$ cat src/rtl/usb_pkg.sv
// Shared USB transmit-path types and sizing, used by the TX buffer, transmitter and controller.
package usb_pkg;

    localparam int TX_BUF_DEPTH = 64;

    typedef logic [7:0]                      byte_t;
    typedef logic [$clog2(TX_BUF_DEPTH):0]   occ_t;

    localparam byte_t TX_IDLE_BYTE = 8'h00;

endpackage : usb_pkg

$ cat src/rtl/tx_buf_ptr_ctrl.sv
// Pointer/occupancy bookkeeping for tx_data_buffer: qualifies push/pop and derives full/empty.
// Optional sticky error flag when TX_BUF_ERR_EN is defined.
module tx_buf_ptr_ctrl
    import usb_pkg::*;
#(
    parameter int DEPTH  = TX_BUF_DEPTH,
    parameter int ADDR_W = $clog2(DEPTH)
) (
    input  logic              clk,
    input  logic              n_rst,
    input  logic              clear_i,
    input  logic              push_i,
    input  logic              pop_i,
    output logic              push_ok_o,
    output logic              pop_ok_o,
    output logic [ADDR_W-1:0] wptr_o,
    output logic [ADDR_W-1:0] rptr_o,
    output logic [ADDR_W:0]   occ_o,
    output logic              full_o,
    output logic              empty_o
`ifdef TX_BUF_ERR_EN
    ,
    output logic              error_o
`endif
);

    localparam logic [ADDR_W-1:0] PTR_ONE  = {{(ADDR_W-1){1'b0}}, 1'b1};
    localparam logic [ADDR_W:0]   OCC_ONE  = {{ADDR_W{1'b0}}, 1'b1};
    localparam logic [ADDR_W:0]   OCC_MAX  = (ADDR_W+1)'(DEPTH);
    localparam logic [ADDR_W:0]   OCC_ZERO = {(ADDR_W+1){1'b0}};

    logic [ADDR_W-1:0] wptr_q, wptr_d;
    logic [ADDR_W-1:0] rptr_q, rptr_d;
    logic [ADDR_W:0]   occ_q, occ_d;
    logic              full_s, empty_s;
    logic              push_ok_s, pop_ok_s;

    assign full_s  = (occ_q == OCC_MAX);
    assign empty_s = (occ_q == OCC_ZERO);

    // A pop on a full buffer frees the slot the concurrent push lands in.
    assign pop_ok_s  = pop_i & ~empty_s & ~clear_i;
    assign push_ok_s = push_i & (~full_s | pop_ok_s) & ~clear_i;

    // Next-state for pointers and occupancy.
    always_comb begin
        wptr_d = wptr_q;
        rptr_d = rptr_q;
        occ_d  = occ_q;
        if (clear_i) begin
            wptr_d = {ADDR_W{1'b0}};
            rptr_d = {ADDR_W{1'b0}};
            occ_d  = OCC_ZERO;
        end else begin
            if (push_ok_s) begin
                wptr_d = wptr_q + PTR_ONE;
            end else begin
                wptr_d = wptr_q;
            end
            if (pop_ok_s) begin
                rptr_d = rptr_q + PTR_ONE;
            end else begin
                rptr_d = rptr_q;
            end
            case ({push_ok_s, pop_ok_s})
                2'b10:   occ_d = occ_q + OCC_ONE;
                2'b01:   occ_d = occ_q - OCC_ONE;
                default: occ_d = occ_q;
            endcase
        end
    end

    // Pointer and occupancy registers.
    always_ff @(posedge clk or negedge n_rst) begin
        if (!n_rst) begin
            wptr_q <= {ADDR_W{1'b0}};
            rptr_q <= {ADDR_W{1'b0}};
            occ_q  <= OCC_ZERO;
        end else begin
            wptr_q <= wptr_d;
            rptr_q <= rptr_d;
            occ_q  <= occ_d;
        end
    end

`ifdef TX_BUF_ERR_EN
    logic err_q, err_d, err_evt_s;

    assign err_evt_s = (push_i & full_s & ~pop_i) | (pop_i & empty_s);

    // Sticky error next-state; clear wins over a same-cycle event.
    always_comb begin
        err_d = err_q;
        if (clear_i) begin
            err_d = 1'b0;
        end else if (err_evt_s) begin
            err_d = 1'b1;
        end else begin
            err_d = err_q;
        end
    end

    // Sticky error register.
    always_ff @(posedge clk or negedge n_rst) begin
        if (!n_rst) begin
            err_q <= 1'b0;
        end else begin
            err_q <= err_d;
        end
    end

    assign error_o = err_q;
`endif

    assign push_ok_o = push_ok_s;
    assign pop_ok_o  = pop_ok_s;
    assign wptr_o    = wptr_q;
    assign rptr_o    = rptr_q;
    assign occ_o     = occ_q;
    assign full_o    = full_s;
    assign empty_o   = empty_s;

endmodule : tx_buf_ptr_ctrl

$ cat src/rtl/tx_data_buffer.sv
// First-word-fall-through byte FIFO feeding the USB transmitter.
// Define TX_BUF_ERR_EN to add the sticky buffer_error output.
module tx_data_buffer
    import usb_pkg::*;
#(
    parameter int DEPTH  = TX_BUF_DEPTH,
    parameter int ADDR_W = $clog2(DEPTH)
) (
    input  logic              clk,
    input  logic              n_rst,
    input  logic              clear,
    input  logic              store_tx_data,
    input  byte_t             tx_data,
    input  logic              get_tx_packetData,
    output byte_t             tx_packet_data,
    output logic [ADDR_W:0]   buffer_occupancy,
    output logic              buffer_full,
    output logic              buffer_empty
`ifdef TX_BUF_ERR_EN
    ,
    output logic              buffer_error
`endif
);

    byte_t             mem_q [DEPTH];
    logic              push_ok_s;
    logic              pop_ok_s;
    logic [ADDR_W-1:0] wptr_s;
    logic [ADDR_W-1:0] rptr_s;
    logic [ADDR_W:0]   occ_s;
    logic              full_s;
    logic              empty_s;

    tx_buf_ptr_ctrl #(
        .DEPTH  (DEPTH),
        .ADDR_W (ADDR_W)
    ) u_ptr_ctrl (
        .clk       (clk),
        .n_rst     (n_rst),
        .clear_i   (clear),
        .push_i    (store_tx_data),
        .pop_i     (get_tx_packetData),
        .push_ok_o (push_ok_s),
        .pop_ok_o  (pop_ok_s),
        .wptr_o    (wptr_s),
        .rptr_o    (rptr_s),
        .occ_o     (occ_s),
        .full_o    (full_s),
        .empty_o   (empty_s)
`ifdef TX_BUF_ERR_EN
        ,
        .error_o   (buffer_error)
`endif
    );

    // Payload storage; contents are meaningless until written, so no reset.
    always_ff @(posedge clk) begin
        if (push_ok_s) begin
            mem_q[wptr_s] <= tx_data;
        end
    end

    // Head byte from registered state only; idle byte while empty so stale data never leaks.
    always_comb begin
        tx_packet_data = TX_IDLE_BYTE;
        if (empty_s) begin
            tx_packet_data = TX_IDLE_BYTE;
        end else begin
            tx_packet_data = mem_q[rptr_s];
        end
    end

    assign buffer_occupancy = occ_s;
    assign buffer_full      = full_s;
    assign buffer_empty     = empty_s;

endmodule : tx_data_buffer
$ cat config.mk
export PLATFORM = sky130hd
export DESIGN_NAME = tx_data_buffer
export DESIGN_NICKNAME = d
export VERILOG_FILES = /design/src/rtl/usb_pkg.sv /design/src/rtl/tx_buf_ptr_ctrl.sv /design/src/rtl/tx_data_buffer.sv
export SDC_FILE = /design/constraint.sdc
export NUM_CORES = 1
export LEC_CHECK = 0
export CAP_MARGIN = 20
export CORE_MARGIN = 4
export CORE_UTILIZATION = 55
export DETAILED_ROUTE_END_ITERATION = 7
export PLACE_DENSITY = 0.71
export SLEW_MARGIN = 20
export SYNTH_ARGS = -nofsm -noshare
export SYNTH_HDL_FRONTEND = slang
export SYNTH_SLANG_ARGS = --single-unit
$ cat constraint.sdc
create_clock -name clk -period 7.8 [get_ports clk]
set_input_delay 1.17 -clock clk [delete_from_list [all_inputs] [get_ports clk]]
set_output_delay 1.17 -clock clk [all_outputs]
set_load 0.05 [all_outputs]
## Word level (Yosys, flattened, before mapping)

Memories as Yosys holds them, arrays and structs flattened.
Index checks and enable logic that the tools add are counted.
W data, S select, Z words.

| storage, ports and cells | value |
|---|---|
| register bits | 19 |
| RAM bits | 512 |
| bits of input ports | 13 |
| output and inout bits | 17 |
| logic and storage cells | 32 |
| memories | 1 |

| operators by class | value |
|---|---|
| add/sub/neg operators | 4 |
| equality and inequality tests | 3 |
| muxes and demuxes | 9 |
| bitwise logic cells | 8 |
| reductions and logical operators | 4 |

Memories:

| memory | depth | width | rd ports | clocked after Yosys merged registers in | write ports | line | RTL |
|---|---|---|---|---|---|---|---|
| mem_q | 64 | 8 | 1 | 0 | 1 | tx_data_buffer.sv:25 | `byte_t mem_q [DEPTH];` |

Operator list:

| cell | number |
|---|---|
| $mux W6 | 4 |
| $pmux W7 S2 | 1 |
| $add A6 B1 Y6 const B | 2 |
| $mux W8 | 1 |
| $add A7 B1 Y7 const B | 1 |
| $eq A7 B7 Y1 const B | 1 |
| $logic_not A7 Y1 | 1 |
| $mux W7 | 1 |
| $sub A7 B1 Y7 const B | 1 |
| $and A1 B1 Y1 | 4 |
| $reduce_bool A2 Y1 | 2 |
| $not A1 Y1 | 3 |
| $reduce_bool A3 Y1 | 1 |
| $eq A2 B1 Y1 const B | 1 |
| $eq A2 B2 Y1 const B | 1 |
| $mux W1 | 2 |
| $or A1 B1 Y1 | 1 |

## Logic depth before layout (Yosys ltp)

Gate-level depths: netlist (run 1).

| depth | value |
|---|---|
| depth in word-level cells | 10 |
| mapped depth | 10 |
| mapped depth without buffers | 9 |

## Cells and area by module

Synthesis (run 1) repeated with hierarchy kept, for this count alone.

| unflattened totals | value |
|---|---|
| cell total of the unflattened synthesis | 1074 |
| area total of the unflattened synthesis | 21231.6 um2 |

By module, submodules not included:

| module | instances | cells each | area each (um2) | sequential area each (um2) |
|---|---|---|---|---|
| tx_data_buffer | 1 | 951 | 20005.4 | 15374.7 |
| tx_buf_ptr_ctrl | 1 | 123 | 1226.2 | 475.5 |

## Worst setup path before layout (run 1)

Ideal clock, no wire load.

| timing | value |
|---|---|
| kind | reg2out |
| start point | reg u_ptr_ctrl.rptr_q[0] (netlist: u_ptr_ctrl.rptr_o[0]) |
| end point | out tx_packet_data[2] |
| arrival time | 3187 ps |
| required time | 6630 ps |
| setup slack | 3443 ps |
| cell stages (with the launch flop) | 8 |
| path through | dfrtp_1 -> buf_6 -> buf_12 -> buf_6 -> mux4_1 -> mux2i_1 -> a22o_1 -> a2111oi_1 |

| between the ends | value |
|---|---|
| word-level cells in the longest chain between the ends | 2 |

RTL lines:

| item | line | RTL |
|---|---|---|
| start, declared | tx_buf_ptr_ctrl.sv:33 | `logic [ADDR_W-1:0] rptr_q, rptr_d;` |
| start signal, assigned | tx_buf_ptr_ctrl.sv:77 | `rptr_q <= {ADDR_W{1'b0}};` |
| start signal, assigned | tx_buf_ptr_ctrl.sv:81 | `rptr_q <= rptr_d;` |
| $mem_v2 Z64 W8 | n/a |  |
| $mux W8 | tx_data_buffer.sv:66 | `if (empty_s) begin` |
| end, declared | tx_data_buffer.sv:15 | `output byte_t tx_packet_data,` |

Every way passes these cells.

## Worst setup path after layout (run 1)

| timing | value |
|---|---|
| start point | reg u_ptr_ctrl.rptr_q[1] (netlist: u_ptr_ctrl.rptr_o[1]) |
| end point | out tx_packet_data[2] |

The elaborated chain is that of the path after synthesis.

==> impl_metrics.env, run 1 <==
export IMPL_slew_headroom_pct=24.7
export IMPL_pwr_share_clk_pct=34.9
export IMPL_layout_drive_gt1_share_pct=20.1
export IMPL_syn_nets=1077
export IMPL_setup_violations=0
export IMPL_synth_edf_count=512
export IMPL_post_cts_buffers=0
export IMPL_final_cell_mix="edfxtp_1, mux4_2, nor2_1, clkbuf_16, mux2i_1"
export IMPL_worst_path_largest_cell_delay_ns=0.97
export IMPL_netSwitchingFraction_pct=26.4
export IMPL_dr_pass1_iters=7
export IMPL_area_delta_synth_final_pct=10.4
export IMPL_via_per_inst=6.29
export IMPL_cts_tree="yes"
export IMPL_p_seq_share_pct=46.6
export IMPL_syn_avg_cell_area_um2=20.3
export IMPL_multi_input_area_um2=5190
export IMPL_rsz0062_at_grt="false"
export IMPL_drt_iter0_drc=1119
export IMPL_worstPathArrival_ns=4.90
export IMPL_wl_per_cell_um=27.2
export IMPL_hold_buffers=0
export IMPL_netlist_cell_type_count=59
export IMPL_dp_hpwl_mm=26.5
export IMPL_ys_flop_type="edfxtp_1"
export IMPL_critical_path_max_fanout=47
export IMPL_synth_warnings=0
export IMPL_core_area_um2=38600
export IMPL_die_h_um=206
export IMPL_power_frac_comb_pct=18.5
export IMPL_initial_utilization_pct=55.6
export IMPL_die_x_um=206
export IMPL_antenna_found_initial=0
export IMPL_max_cap_violations=0
export IMPL_final_hold_viol_count=0
export IMPL_path_class="reg -> out"
export IMPL_grt_pass1_wl_mm=67.7
export IMPL_tightestPinTransition_ns=1.13
export IMPL_ir_worst_vdd_v=0.000258
export IMPL_cts_resized=0
export IMPL_power_internal_mw=5.14
export IMPL_rows=72
export IMPL_synth_top_cell_area_share_pct=71.5
export IMPL_cp_required_ns=6.63
export IMPL_skew_ns=0.0208
export IMPL_cts_buffers=52
export IMPL_nFillCells=2586
export IMPL_route_detailed_drc=0
export IMPL_place_gp_congestion=0.801
export IMPL_wirelength_mm=44.8
export IMPL_cts_root_buf="clkbuf_16"
export IMPL_ant_nets=0
export IMPL_p_per_area_nw_per_um2=294
export IMPL_grt_pass1_vias=10400
export IMPL_min_path_type="reg -> reg"
export IMPL_clk_pin_slew_ns=0.06
export IMPL_p_switching_mw=1.84
export IMPL_h_tree_depth=2
export IMPL_synth_area_leader_cell="edfxtp_1"
export IMPL_finalNetCount=1106
export IMPL_status="finished clean"
export IMPL_whs_ns=0.620
export IMPL_slowest_stage="a2111oi_1"
export IMPL_die_area_um2=42300
export IMPL_overflow=0
export IMPL_syn_area_um2=21500
export IMPL_clk_latency_ns=0.59
export IMPL_tns_ns=0
export IMPL_finalCritPeriodShare_pct=77.9
export IMPL_port_buffers=29
export IMPL_via_count=10300
export IMPL_track_usage_pct=21.9
export IMPL_crit_chain="buf_4 -> mux4_2 -> mux2i_1 -> o221ai_1 -> a21oi_1 -> a2111oi_1 -> clkdlybuf4s50_1"
export IMPL_async_flop_share_pct=3.58
export IMPL_max_freq_ghz=0.165
export IMPL_fin_crit_ns=6.07
export IMPL_final_common_cell="edfxtp_1"
export IMPL_ys_seq_area_share_pct=73.7
export IMPL_p_leak_nw=7.20
export IMPL_cp_start_kind="register"
export IMPL_synth_seq_cells=531
export IMPL_seqCellArea_um2=15900
export IMPL_numClockSinks=531
export IMPL_grt_max_degree=65
export IMPL_io_pins=30
export IMPL_synth_cells=1060
export IMPL_drv_slew=0
export IMPL_synth_area_top_cells="edfxtp_1, mux4_2, mux4_1"
export IMPL_clockBufferDepth=3
export IMPL_diodes=0
export IMPL_critPathCaptureType="output port"
==> worst max-delay path: cells and delay by family, from the launching register on <==
family	cells	cell delay [ns]
buffers and inverters	2	1.69
flip-flops	1	0.84
AO/OA/AOI/OAI	3	1.33
multiplexers	2	0.41
==> Yosys cell counts (3+ instances only) <==
master	instances
edfxtp_1	512
mux4_2	102
nor2_1	87
mux2i_1	43
mux4_1	26
a21oi_1	24
clkbuf_1	21
dfrtp_1	19
nand2_1	19
buf_2	18
o21ai_0	15
nor2b_1	12
a211oi_1	9
nand3_1	9
or4_1	9
buf_6	8
xnor2_1	8
buf_4	7
mux2_2	7
buf_12	6
nand3b_1	6
o22ai_1	6
a211oi_2	5
a22o_1	5
buf_1	5
nand2b_1	5
nor3_1	5
o221ai_1	5
xor2_1	5
a2111oi_1	4
ha_1	4
or3b_2	4
and3_1	3
inv_1	3
o21ai_1	3
or3_1	3
==> layout make-up <==
class                      instances  share of cell area (%)
sequential                       531                    66.8
multi-input combinational        459                    21.9
clock buffer                      63                    5.66
tap                              518                    2.73
timing repair buffer              42                    1.57
clock inverter                    30                    1.29
inverter                           3                  0.0474
==> routing by layer <==
metal | part of all wire (%) | up-vias | track usage [%] | wire, µm
li1 | - | 4423 | - | -
met1 | 43 | 5462 | 32.5 | 19100
met2 | 48 | 397 | 33.6 | 21500
met3 | 7.3 | 67 | 5.14 | 3270
met4 | 2.2 | 0 | 5.93 | 992
met5 | 0 | - | 0 | 0
==> final timing paths <==
path / startpoint / end / slack [ns] / depth (start not counted)
min reg2reg: u_ptr_ctrl.rptr_o[3] / u_ptr_ctrl.rptr_o[3] / 0.62 / 2
max reg2reg: u_ptr_ctrl.occ_o[3] / mem_q[17][0] / 4.64 / 5
max in group asynchronous: n_rst / u_ptr_ctrl.rptr_o[0] / 5.94 / 1
min: u_ptr_ctrl.rptr_o[3] / u_ptr_ctrl.rptr_o[3] / 0.62 / 2
max: u_ptr_ctrl.rptr_o[1] / tx_packet_data[2] / 1.73 / 7
min in group asynchronous: n_rst / u_ptr_ctrl.wptr_o[0] / 1.14 / 1
==> registers in the layout (all words and copies together), names as in the netlist <==
| signal | flops |
|---|---|
| u_ptr_ctrl.rptr_o | 6 |
| mem_q | 512 |
| u_ptr_ctrl.wptr_o | 6 |
| u_ptr_ctrl.occ_o | 7 |
==> power groups by stage <==
stage	logic, mW	registers [mW]	clock network, mW
6_report	1.29	3.25	2.44
3_3_place_gp	1.28	3.32	0
3_5_place_dp	1.29	3.32	0
2_1_floorplan	1.04	3.26	0
4_1_cts	1.29	3.26	2.47
5_1_grt	1.37	3.27	2.61
==> metrics by stage <==
step                total power, mW  std cells  setup WS, ns  area [µm²]  util [%]
floorplan                      4.30       1060          3.44       21500         -
CTS                            7.03       1646          1.80       23700      61.4
detailed placement             4.61       1553          2.43       22100      57.1
global placement               4.60       1553          2.41       22100      57.1
global route                   7.25       1646          1.48       23700      61.4
finish                         6.98       1646          1.73       23700      61.4
==> cell families after synthesis <==
kind of cell             Yosys count  synth area share [%]
flip-flops                       531                  73.7
multiplexers                     178                  16.2
AND/OR/NAND/NOR                  177                  4.20
AO/OA/AOI/OAI                     87                  2.91
buffers and inverters             70                  2.19
XOR/XNOR                          13                 0.529
adder cells (fa/ha/maj)            4                 0.233
Power figures use the tool's default switching activity.
==> run 2, diff against run 1 <==
clock period = 5.8 ns   (was 7.8 ns; I/O delays follow)
==> impl_metrics.env, run 2 (synthesis results as in run 1) <==
export IMPL_status="finished clean"
export IMPL_final_cell_mix="edfxtp_1, mux4_2, nor2_1, clkbuf_16, mux2i_1"
export IMPL_cts_resized=0
export IMPL_finalCritPeriodShare_pct=87.6
export IMPL_finalNetCount=1109
export IMPL_tns_ns=0
export IMPL_slew_headroom_pct=30.8
export IMPL_crit_path_start="u_ptr_ctrl.rptr_o[2]"
export IMPL_post_cts_buffers=0
export IMPL_layout_drive_gt1_share_pct=19.9
export IMPL_wirelength_mm=45.6
export IMPL_critical_path_max_fanout=53
export IMPL_max_cap_violations=0
export IMPL_via_count=10400
export IMPL_track_usage_pct=22.1
export IMPL_dr_pass1_iters=5
export IMPL_die_h_um=206
export IMPL_dp_cells=1556
export IMPL_worstPathArrival_ns=4.21
export IMPL_antenna_found_initial=0
export IMPL_crit_chain="buf_4 -> mux4_2 -> mux2i_1 -> a22o_1 -> a2111oi_1 -> clkdlybuf4s50_1"
export IMPL_grt_max_degree=65
export IMPL_finalNonFillerCells=1651
export IMPL_diodes=0
export IMPL_cp_required_ns=4.93
export IMPL_h_tree_depth=2
export IMPL_endpoint="tx_packet_data[6]"
export IMPL_final_hold_viol_count=0
export IMPL_rsz0062_at_grt="false"
export IMPL_rows=72
export IMPL_largest_reg_flops=512
export IMPL_critical_path_buf_inv_count=2
export IMPL_placed_area_um2=22100
export IMPL_min_path_type="reg -> reg"
export IMPL_worst_path_stages=6
export IMPL_grt_pass1_vias=10400
export IMPL_initial_utilization_pct=55.6
export IMPL_setup_violations=0
export IMPL_grt_pass1_wl_mm=68.3
export IMPL_io_pins=30
export IMPL_path_class="reg -> out"
export IMPL_drt_iter0_drc=978
export IMPL_rr_startpoint="u_ptr_ctrl.occ_o[3]"
export IMPL_max_freq_ghz=0.197
export IMPL_critPathCaptureType="output port"
export IMPL_tightestPinTransition_ns=1.03
export IMPL_ant_nets=0
export IMPL_p_leak_nw=7.19
export IMPL_ir_worst_vdd_v=0.000211
export IMPL_via_per_inst=6.30
export IMPL_final_common_cell="edfxtp_1"
export IMPL_clockBufferDepth=3
export IMPL_cts_buffers=52
export IMPL_drv_slew=0
export IMPL_finish_instance_area_um2=23700
export IMPL_cts_tree="yes"
export IMPL_route_detailed_drc=0
export IMPL_place_gp_congestion=0.800
export IMPL_regMostFlops="mem_q"
export IMPL_p_per_area_nw_per_um2=390
export IMPL_die_area_um2=42300
export IMPL_cp_top_family="buffers and inverters"
export IMPL_worst_path_largest_cell_delay_ns=0.99
export IMPL_whs_ns=0.690
export IMPL_worstRegToRegCells=6
export IMPL_cp_start_kind="register"
export IMPL_dp_hpwl_mm=26.9
export IMPL_overflow=0
export IMPL_port_buffers=29
export IMPL_wl_per_cell_um=27.6
export IMPL_cts_root_buf="clkbuf_16"
export IMPL_core_area_um2=38600
export IMPL_clk_pin_slew_ns=0.06
export IMPL_r2r_end="mem_q[26][0]"
export IMPL_hold_buffers=0
export IMPL_layout_setup_ws_ns=0.721
export IMPL_slowest_stage="dfrtp_4"
export IMPL_area_delta_synth_final_pct=10.3
export IMPL_dp_slack_ns=1.35
export IMPL_rrSetupSlack_ns=2.64
export IMPL_skew_ns=0.0160
export IMPL_clk_latency_ns=0.58
export IMPL_die_x_um=206
export IMPL_numClockSinks=531
export IMPL_post_route_util_pct=61.4
export IMPL_total_power_mw=9.26
export IMPL_fin_crit_ns=5.08
## run 2: changes by cell type in the layout (fill, tap and decap cells not counted), sizes merged
cell    previous run  this run
buf               21        24
inv                4         3
bufinv             6         3
clkinv            23        27
clkbuf            63        65
## run 2: worst min path at each step
stage,startpoint,to,slack [ns],cells past startpoint
after floorplan,n_rst,u_ptr_ctrl.occ_o[0],0.57,0
after global placement,u_ptr_ctrl.occ_o[5],u_ptr_ctrl.occ_o[5],0.67,2
after detailed placement,u_ptr_ctrl.occ_o[5],u_ptr_ctrl.occ_o[5],0.69,2
after CTS,u_ptr_ctrl.occ_o[5],u_ptr_ctrl.occ_o[5],0.70,2
after global routing,u_ptr_ctrl.occ_o[5],u_ptr_ctrl.occ_o[5],0.75,2
final,u_ptr_ctrl.occ_o[5],u_ptr_ctrl.occ_o[5],0.69,2
## run 2: cell type report
class | count | area, µm²
multi-input combinational | 459 | 5190
clock buffer | 65 | 1370
timing repair buffer | 45 | 433
fill | 2640 | 14900
sequential | 531 | 15900
tap | 518 | 648
inverter | 3 | 11.3
clock inverter | 30 | 209
## run 2: worst register-to-register path, stage by stage, from the launching register on
cell,delay (ns)
dfrtp_1,0.57
nor3_2,0.13
and3_1,0.24
and2_4,0.19
nor3_2,0.20
nand3_1,0.51
nor2_1,0.95
## run 2: power by group
part           leakage (nW)  switching, mW  internal (mW)
Clock                 0.778           1.35           1.80
Sequential             4.86          0.142           4.24
Combinational          1.56          0.945          0.782
Total                  7.19           2.44           6.82
## run 2: routing by layer
layer	wire length, µm	GRT usage [%]	vias to the layer above
li1	-	-	4441
met1	18900	32.4	5453
met2	22300	34.6	426
met3	3470	4.19	78
met4	1040	6.24	0
met5	0	0	-
==> run 3, diff against run 2 <==
clock period = 5.3 ns   (was 5.8 ns; I/O delays follow)
==> impl_metrics.env, run 3 (synthesis results as in run 1) <==
export IMPL_p_leak_nw=7.24
export IMPL_post_cts_buffers=0
export IMPL_clk_latency_ns=0.58
export IMPL_wl_per_cell_um=27.4
export IMPL_ant_nets=0
export IMPL_final_hold_viol_count=0
export IMPL_tightestPinTransition_ns=0.972
export IMPL_power_frac_comb_pct=18.6
export IMPL_grt_pass1_vias=10400
export IMPL_fin_crit_ns=5.14
export IMPL_dp_hpwl_mm=26.7
export IMPL_cp_required_ns=4.51
export IMPL_layout_drive_gt1_share_pct=20.7
export IMPL_track_usage_pct=22.1
export IMPL_path_class="reg -> out"
export IMPL_finalNetCount=1113
export IMPL_status="finished clean"
export IMPL_worstRegToRegCells=5
export IMPL_cts_root_buf="clkbuf_16"
export IMPL_slowest_stage="dfrtp_4"
export IMPL_diodes=0
export IMPL_dp_slack_ns=0.776
export IMPL_route_detailed_drc=0
export IMPL_initial_utilization_pct=55.6
export IMPL_core_area_um2=38600
export IMPL_regMostFlops="mem_q"
export IMPL_rsz0062_at_grt="false"
export IMPL_place_gp_congestion=0.823
export IMPL_overflow=0
export IMPL_io_pins=30
export IMPL_min_path_type="reg -> reg"
export IMPL_endpoint="tx_packet_data[4]"
export IMPL_via_count=10300
export IMPL_die_area_um2=42300
export IMPL_die_x_um=206
export IMPL_rows=72
export IMPL_largest_reg_flops=512
export IMPL_power_internal_mw=7.52
export IMPL_cts_tree="yes"
export IMPL_worstPathArrival_ns=4.34
export IMPL_drv_slew=0
export IMPL_clk_pin_slew_ns=0.06
export IMPL_h_tree_depth=2
export IMPL_worst_path_largest_cell_delay_ns=1.01
export IMPL_critical_path_max_fanout=52
export IMPL_skew_ns=0.0157
export IMPL_crit_path_start="u_ptr_ctrl.rptr_o[1]"
export IMPL_critPathCaptureType="output port"
export IMPL_grt_max_degree=65
export IMPL_p_per_area_nw_per_um2=429
export IMPL_cp_common_cell="a21oi_1"
export IMPL_tns_ns=0
export IMPL_crit_chain="buf_4 -> mux4_1 -> nor2b_1 -> a211oi_1 -> a21oi_1 -> a21oi_1 -> a2111oi_1 -> clkdlybuf4s50_1"
export IMPL_via_per_inst=6.21
export IMPL_rrSetupSlack_ns=2.14
export IMPL_drt_iter0_drc=972
export IMPL_layout_setup_ws_ns=0.160
export IMPL_numClockSinks=531
export IMPL_cts_resized=0
export IMPL_dr_pass1_iters=5
export IMPL_p_seq_share_pct=46.9
export IMPL_max_freq_ghz=0.195
export IMPL_port_buffers=29
export IMPL_hold_buffers=0
export IMPL_p_switching_mw=2.69
export IMPL_slew_headroom_pct=34.6
export IMPL_antenna_found_initial=0
export IMPL_cts_buffers=52
export IMPL_cp_start_kind="register"
export IMPL_netSwitchingFraction_pct=26.4
export IMPL_r2r_end="mem_q[6][6]"
export IMPL_clockBufferDepth=3
export IMPL_ir_worst_vdd_v=0.000256
export IMPL_die_h_um=206
export IMPL_final_common_cell="edfxtp_1"
export IMPL_setup_violations=0
export IMPL_area_delta_synth_final_pct=10.7
export IMPL_max_cap_violations=0
export IMPL_finalCritPeriodShare_pct=97.0
export IMPL_final_cell_mix="edfxtp_1, mux4_2, nor2_1, clkbuf_16, mux2i_1"
export IMPL_rr_startpoint="u_ptr_ctrl.occ_o[3]"
export IMPL_pwr_share_clk_pct=34.5
export IMPL_grt_pass1_wl_mm=68.8
export IMPL_wirelength_mm=45.3
run 3: cell types whose count changed in the layout (fill, tap and decap cells not counted), sizes merged:
cell      previous run  this run
buf                 24        28
inv                  3         4
clkinv              27        22
clkinvlp             0         1
clkbuf              65        69
run 3: per-layer routing:
layer	part of all wire (%)	wire length [µm]	vias up	GRT usage, %
met4	2.1	929	0	5.86
met1	43	19300	5364	33.2
li1	-	-	4450	-
met3	7.4	3350	70	3.59
met5	0	0	-	0
met2	48	21700	404	34.6
run 3: worst min-delay path by stage:
stage	cells past startpoint	endpoint	start
floorplan	0	u_ptr_ctrl.occ_o[0]	n_rst
global placement	2	u_ptr_ctrl.occ_o[1]	u_ptr_ctrl.occ_o[1]
detailed placement	2	u_ptr_ctrl.occ_o[5]	u_ptr_ctrl.occ_o[5]
CTS	2	u_ptr_ctrl.occ_o[5]	u_ptr_ctrl.occ_o[5]
global route	2	u_ptr_ctrl.occ_o[5]	u_ptr_ctrl.occ_o[5]
finish	2	u_ptr_ctrl.occ_o[5]	u_ptr_ctrl.occ_o[5]
run 3: layout make-up:
type	instances	area, µm²
sequential	531	15900
clock buffer	69	1420
clock inverter	27	210
fill	2630	14900
tap	518	648
timing repair buffer	49	465
inverter	3	11.3
multi-input combinational	459	5180
run 3: power by group through the flow:
| stage | Sequential (mW) | Combinational [mW] | Clock (mW) |
|---|---|---|---|
| detailed placement | 4.88 | 1.91 | 0 |
| finish | 4.78 | 1.90 | 3.53 |
| floorplan | 4.80 | 1.53 | 0 |
| CTS | 4.79 | 1.92 | 3.58 |
| global route | 4.80 | 2.02 | 3.77 |
| global placement | 4.88 | 1.90 | 0 |
run 3: metrics by stage:
| step | instances | hold slack, ns | power [mW] | utilization [%] | cell area [µm²] |
|---|---|---|---|---|---|
| final | 1656 | 0.682 | 10.2 | 61.6 | 23800 |
| after global routing | 1656 | 0.714 | 10.6 | 61.6 | 23800 |
| after CTS | 1656 | 0.691 | 10.3 | 61.5 | 23800 |
| after detailed placement | 1560 | 0.685 | 6.79 | 57.3 | 22200 |
| after global placement | 1560 | 0.672 | 6.77 | 57.3 | 22200 |
| after floorplan | 1060 | 0.499 | 6.33 | - | 21500 |
run 3: critical path, delay by kind of cell (launching register included):
kind / cells / cell delay (ns)
and+or+nand+nor: 1 / 0.14
buffers and inverters: 2 / 1.29
DFF: 1 / 1.01
AOI/OAI and AO/OA: 4 / 1.12
muxes: 1 / 0.19
